**config.mk**
```make
export PLATFORM = sky130hd
export DESIGN_NAME = hazard_ctrl
export DESIGN_NICKNAME = d
export VERILOG_FILES = /design/src/rtl/hazard_ctrl.sv
export SDC_FILE = /design/constraint.sdc
export NUM_CORES = 1
export LEC_CHECK = 0
export CAP_MARGIN = 0
export CORE_MARGIN = 2
export CORE_UTILIZATION = 35
export CTS_CLUSTER_DIAMETER = 200
export CTS_CLUSTER_SIZE = 40
export DETAILED_ROUTE_END_ITERATION = 8
export GPL_TIMING_DRIVEN = 0
export SLEW_MARGIN = 15
export SYNTH_ARGS = -nofsm -noshare
export SYNTH_HDL_FRONTEND = slang
export SYNTH_SLANG_ARGS = --single-unit
```
**constraint.sdc**
```tcl
create_clock -name clk -period 3.7 [get_ports clk]
set_input_delay 0.74 -clock clk [delete_from_list [all_inputs] [get_ports clk]]
set_output_delay 0.74 -clock clk [all_outputs]
set_load 0.02 [all_outputs]
```
**src/rtl/hazard_ctrl.sv**
```systemverilog
`default_nettype none
// ============================================================================
//  Module   : hazard_ctrl
//  Purpose  : Pipeline hazard unit: stall/bubble control, Tuse/Tnew forwarding
//             selects and mult/div busy scheduling with a stall perf counter.
//  Revision : 1.0 - initial release
// ============================================================================
module hazard_ctrl #(
    parameter int MULT_CYCLES = 5,
    parameter int DIV_CYCLES  = 10,
    parameter int CNT_W       = 4
) (
    input  logic        clk,
    input  logic        reset,
    input  logic [4:0]  D_rs_addr,
    input  logic [4:0]  D_rt_addr,
    input  logic [1:0]  D_Tuse_rs,
    input  logic [1:0]  D_Tuse_rt,
    input  logic        D_is_md,
    input  logic [4:0]  E_rs_addr,
    input  logic [4:0]  E_rt_addr,
    input  logic [4:0]  E_A3,
    input  logic [1:0]  E_Tnew,
    input  logic        E_md_start,
    input  logic        E_is_div,
    input  logic [4:0]  M_rt_addr,
    input  logic [4:0]  M_A3,
    input  logic [1:0]  M_Tnew,
    input  logic [4:0]  W_A3,
    output logic        F_PC_en,
    output logic        FD_en,
    output logic        DE_rst,
    output logic [1:0]  D_rs_fw,
    output logic [1:0]  D_rt_fw,
    output logic [1:0]  E_rs_fw,
    output logic [1:0]  E_rt_fw,
    output logic        M_rt_fw,
    output logic        md_busy,
    output logic [31:0] stall_cycles
);

    localparam logic [CNT_W-1:0] c_MULT_LOAD = CNT_W'(MULT_CYCLES);
    localparam logic [CNT_W-1:0] c_DIV_LOAD  = CNT_W'(DIV_CYCLES);

    logic [CNT_W-1:0] cnt_q, cnt_d;
    logic [31:0]      stall_cnt_q, stall_cnt_d;
    logic             w_stall_rs, w_stall_rt, w_stall_md, w_stall;

    // Register $0 is hard-wired, so it never creates a dependency.
    function automatic logic hit(input logic [4:0] src, input logic [4:0] dst);
        return (src != 5'd0) && (src == dst);
    endfunction

    function automatic logic dep_stall(input logic [4:0] src, input logic [1:0] tuse,
                                       input logic [4:0] e_a3, input logic [1:0] e_tnew,
                                       input logic [4:0] m_a3, input logic [1:0] m_tnew);
        return (hit(src, e_a3) && (e_tnew > tuse)) || (hit(src, m_a3) && (m_tnew > tuse));
    endfunction

    // A matching producer that is not ready yet masks older producers.
    function automatic logic [1:0] d_sel(input logic [4:0] src,
                                         input logic [4:0] e_a3, input logic [1:0] e_tnew,
                                         input logic [4:0] m_a3, input logic [1:0] m_tnew,
                                         input logic [4:0] w_a3);
        if (hit(src, e_a3))      return (e_tnew == 2'd0) ? 2'd1 : 2'd0;
        else if (hit(src, m_a3)) return (m_tnew == 2'd0) ? 2'd2 : 2'd0;
        else if (hit(src, w_a3)) return 2'd3;
        else                     return 2'd0;
    endfunction

    function automatic logic [1:0] e_sel(input logic [4:0] src,
                                         input logic [4:0] m_a3, input logic [1:0] m_tnew,
                                         input logic [4:0] w_a3);
        if (hit(src, m_a3))      return (m_tnew == 2'd0) ? 2'd2 : 2'd0;
        else if (hit(src, w_a3)) return 2'd3;
        else                     return 2'd0;
    endfunction

    always_comb begin
        w_stall_rs = dep_stall(D_rs_addr, D_Tuse_rs, E_A3, E_Tnew, M_A3, M_Tnew);
        w_stall_rt = dep_stall(D_rt_addr, D_Tuse_rt, E_A3, E_Tnew, M_A3, M_Tnew);
        w_stall_md = D_is_md && (md_busy || E_md_start);
        w_stall    = w_stall_rs || w_stall_rt || w_stall_md;

        F_PC_en = ~w_stall;
        FD_en   = ~w_stall;
        DE_rst  = w_stall || reset;

        D_rs_fw = d_sel(D_rs_addr, E_A3, E_Tnew, M_A3, M_Tnew, W_A3);
        D_rt_fw = d_sel(D_rt_addr, E_A3, E_Tnew, M_A3, M_Tnew, W_A3);
        E_rs_fw = e_sel(E_rs_addr, M_A3, M_Tnew, W_A3);
        E_rt_fw = e_sel(E_rt_addr, M_A3, M_Tnew, W_A3);
        M_rt_fw = hit(M_rt_addr, W_A3);
    end

    // A start seen while busy is ignored; the D-stage interlock prevents it.
    always_comb begin
        cnt_d = cnt_q;
        if (E_md_start && (cnt_q == '0)) begin
            cnt_d = E_is_div ? c_DIV_LOAD : c_MULT_LOAD;
        end else if (cnt_q != '0) begin
            cnt_d = cnt_q - 1'b1;
        end
    end

    always_comb begin
        stall_cnt_d = stall_cnt_q;
        if (w_stall && (stall_cnt_q != 32'hFFFF_FFFF)) begin
            stall_cnt_d = stall_cnt_q + 32'd1;
        end
    end

    always_ff @(posedge clk) begin
        if (reset) begin
            cnt_q       <= '0;
            stall_cnt_q <= '0;
        end else begin
            cnt_q       <= cnt_d;
            stall_cnt_q <= stall_cnt_d;
        end
    end

    assign md_busy      = (cnt_q != '0);
    assign stall_cycles = stall_cnt_q;

endmodule
`default_nettype wire

```
==> metrics <==
result of the run=complete, no violations; global-route wire length before repair=14.7 mm; Hold Fails Final Rpt=0; largest fanout on the critical path=12; pin count of the biggest net entering global routing=20; DR pass1 iterations=5; Fin Clk Skew=9.51 ps; Via-to-Cell Ratio=5.42; Boundary Pins=98; standard-cell rows=33; most frequent cell on the critical path=sky130_fd_sc_hd__buf_4; sort of element at the end of the critical path=output pin; number of max-slew violations in the final report=0; most frequent standard cell in the layout excluding fill and tap cells=sky130_fd_sc_hd__clkdlybuf4s50_1; cts hold-fix bufs=0; clock-pin slew of the registers on the worst-case setup and hold paths=70 ps; proportion of register bits with asynchronous set or reset after synthesis=0; Overall Global Routing Usage=0.185; number of buffers and inverters on the critical path=5; Min Clock Period, post-route=3590 ps; multiplexer share of the synthesized area=0.0270; final period utilization=0.970; die area=9350 sq um; count of flip-flops with a built-in enable after synthesis=0; effective utilization at floorplan=0.364; total nets after synthesis=452; number of flip-flops and latches in the synthesized netlist=36; Critical Path Source Type=input pin; drt first-iter violations=124; clk root buf=sky130_fd_sc_hd__clkbuf_8; total grt overflow=0; total routed wirelength=8.90 mm; DIE HEIGHT=96.7 microns; combined area of the multi-input logic cells=2160 sq um; horizontal die dimension=96.7 microns; clock latency at the later pin of the worst-skew pair=290 ps; adder and majority gate portion of the synthesized area=0.0458; non-filler cells, final=588; register cell area after layout=721 sq um; Worst Max-Slew Pin Slew=678 ps; delay of the slowest critical-path stage=540 ps; number of endpoints failing setup at the final stage=0; ant diodes=0; Placed Cells=578; antenna violations before repair=0; TritonCTS buffer count=5; part of the Yosys area used for sequential elements=0.240; fraction of the mapped netlist area in simple logic gates=0.319; Longest Clk Path Bufs=2; clock tree from TritonCTS=done; weighted congestion reported at the end of routability-driven placement=0.849; detailed-placement wirelength estimate=6.94 mm; XOR/XNOR share of the synthesized area=0.163; most used flip-flop cell after synthesis=sky130_fd_sc_hd__dfxtp_1; static leakage=1.39 nW; upper clock frequency limit=279 MHz; max_slew headroom=0.546; Min-Delay Path Class=flip-flop to flip-flop; area added between synthesis and finish=37.0%; share of post-route cells with drive strength above 1=0.0952; Max rail drop VDD=0.130 mV; area of the core region=8260 sq um; Setup CP Type=input pin to output pin; synthesized-area fraction occupied by ao, oa, aoi and oai cells=0.150; number of remaining DRC errors=0; Via Count=3185; post-layout power=1.16 mW; Post-Syn Area=3010 sq um; combinational family with the most area after synthesis=simple AND/OR/NAND/NOR gates; routed len/inst=15.1 microns; dominant delay contributor by cell family on the critical path=buffers and inverters; commonest non-fill, non-tap cells in the layout=sky130_fd_sc_hd__clkdlybuf4s50_1, sky130_fd_sc_hd__xnor2_1, sky130_fd_sc_hd__dfxtp_1; number of port buffers=85; required time of the worst setup path=2960 ps; count of max-cap constraint violations=0; total of fill cells in the finished design=847; Avg Cell Area, Syn=7.75 sq um; clk sinks=36; vias in the first global route=3077; Total Nets Final=547; remaining antenna violation count after routing=0; Cell Pwr Density=282 nW/um^2; Unique masters post-synth=44; Slowest cell on crit path=sky130_fd_sc_hd__or4_4; gate count of the mapped netlist=388; series of cell instances along the critical path=dlygate4sd2_1 > or4_4 > o211ai_1 > a2111oi_2 > nor4_4 > buf_4 > buf_6 > buf_4 > buf_2; critical path data arrival time=2850 ps; Synth Warn #=0; number of H-tree levels=2
[through the flow]
step	setup TNS (ps)	setup WS [ps]	instance area (sq um)	hold slack [ps]	util
2_1_floorplan	0	466	3010	501	-
3_3_place_gp	-4340	-974	3990	480	0.483
3_5_place_dp	-4390	-988	3990	490	0.483
4_1_cts	0	3.48	4130	501	0.500
5_1_grt	-2.13	-2.13	4120	542	0.499
6_report	0	112	4120	496	0.499
[path summary, 6_finish.rpt]
kind / start / endpoint / slack, ps / depth (start not counted)
hold reg to reg: stall_cycles[31]$_SDFFE_PP0P_ / stall_cycles[31]$_SDFFE_PP0P_ / 500 / 2
setup / recovery: D_rs_addr[2] / F_PC_en / 110 / 9
hold / removal: stall_cycles[31]$_SDFFE_PP0P_ / stall_cycles[31]$_SDFFE_PP0P_ / 500 / 2
setup reg to reg: cnt_q[0]$_SDFFE_PP0P_ / stall_cycles[0]$_SDFFE_PP0P_ / 760 / 13
[final cells by class]
class | count | share of cell area
buffer | 26 | 0.0328
clock buffer | 6 | 0.0176
clock inverter | 1 | 0.00122
inverter | 11 | 0.0100
multi-input combinational | 313 | 0.524
sequential | 36 | 0.175
tap | 105 | 0.0319
timing repair buffer | 90 | 0.207
[state kept, by name, indices dropped and copies added (netlist names)]
name / flops
cnt_q: 4
stall_cycles: 32
[Yosys cell counts (all sizes together), types with 15 or more instances]
master,number,area (sq um)
nand3,17,85.1
xor2,15,131
nor2,26,97.6
clkbuf,18,67.6
nand4,16,113
dfxtp,36,721
o21ai,22,110
xnor2,41,359
nand2,20,75.1
a21oi,34,170
or4,15,120
or3,22,138
[power by group]
part,total [mW],internal (mW),switching [mW]
combinational,0.465,0.219,0.246
clock,0.266,0.128,0.138
sequential,0.431,0.411,0.0196
total,1.16,0.759,0.403
[tightest hold or removal path: stages, from the launching register on]
cell and delay (ps):
sky130_fd_sc_hd__dfxtp_1 330, sky130_fd_sc_hd__o21ai_0 70, sky130_fd_sc_hd__a21oi_1 60
[routing by layer]
metal / GRT usage / share of wire / up-vias
met4: 0.0336 / 0.0078 / 0
met2: 0.325 / 0.49 / 92
met1: 0.245 / 0.45 / 1492
met5: 0 / 0 / -
met3: 0.0231 / 0.050 / 5
li1: - / - / 1596
[what timing repair did]
item                       4_1_cts  5_1_grt
setup endpoints to repair        7        3
resized for setup               36        8
pin swaps                        3        2
buffers inserted                 4        1
[logic make-up (layout without fill, tap and decap cells)]
family                   after synthesis  count (layout)
buffers and inverters                 39             134
XOR/XNOR                              56              56
flip-flops                            36              36
AND/OR/NAND/NOR                      163             163
adder cells (fa/ha/maj)               11              11
AO/OA/AOI/OAI                         76              76
multiplexers                           7               7
Power figures use the tool's default switching activity.
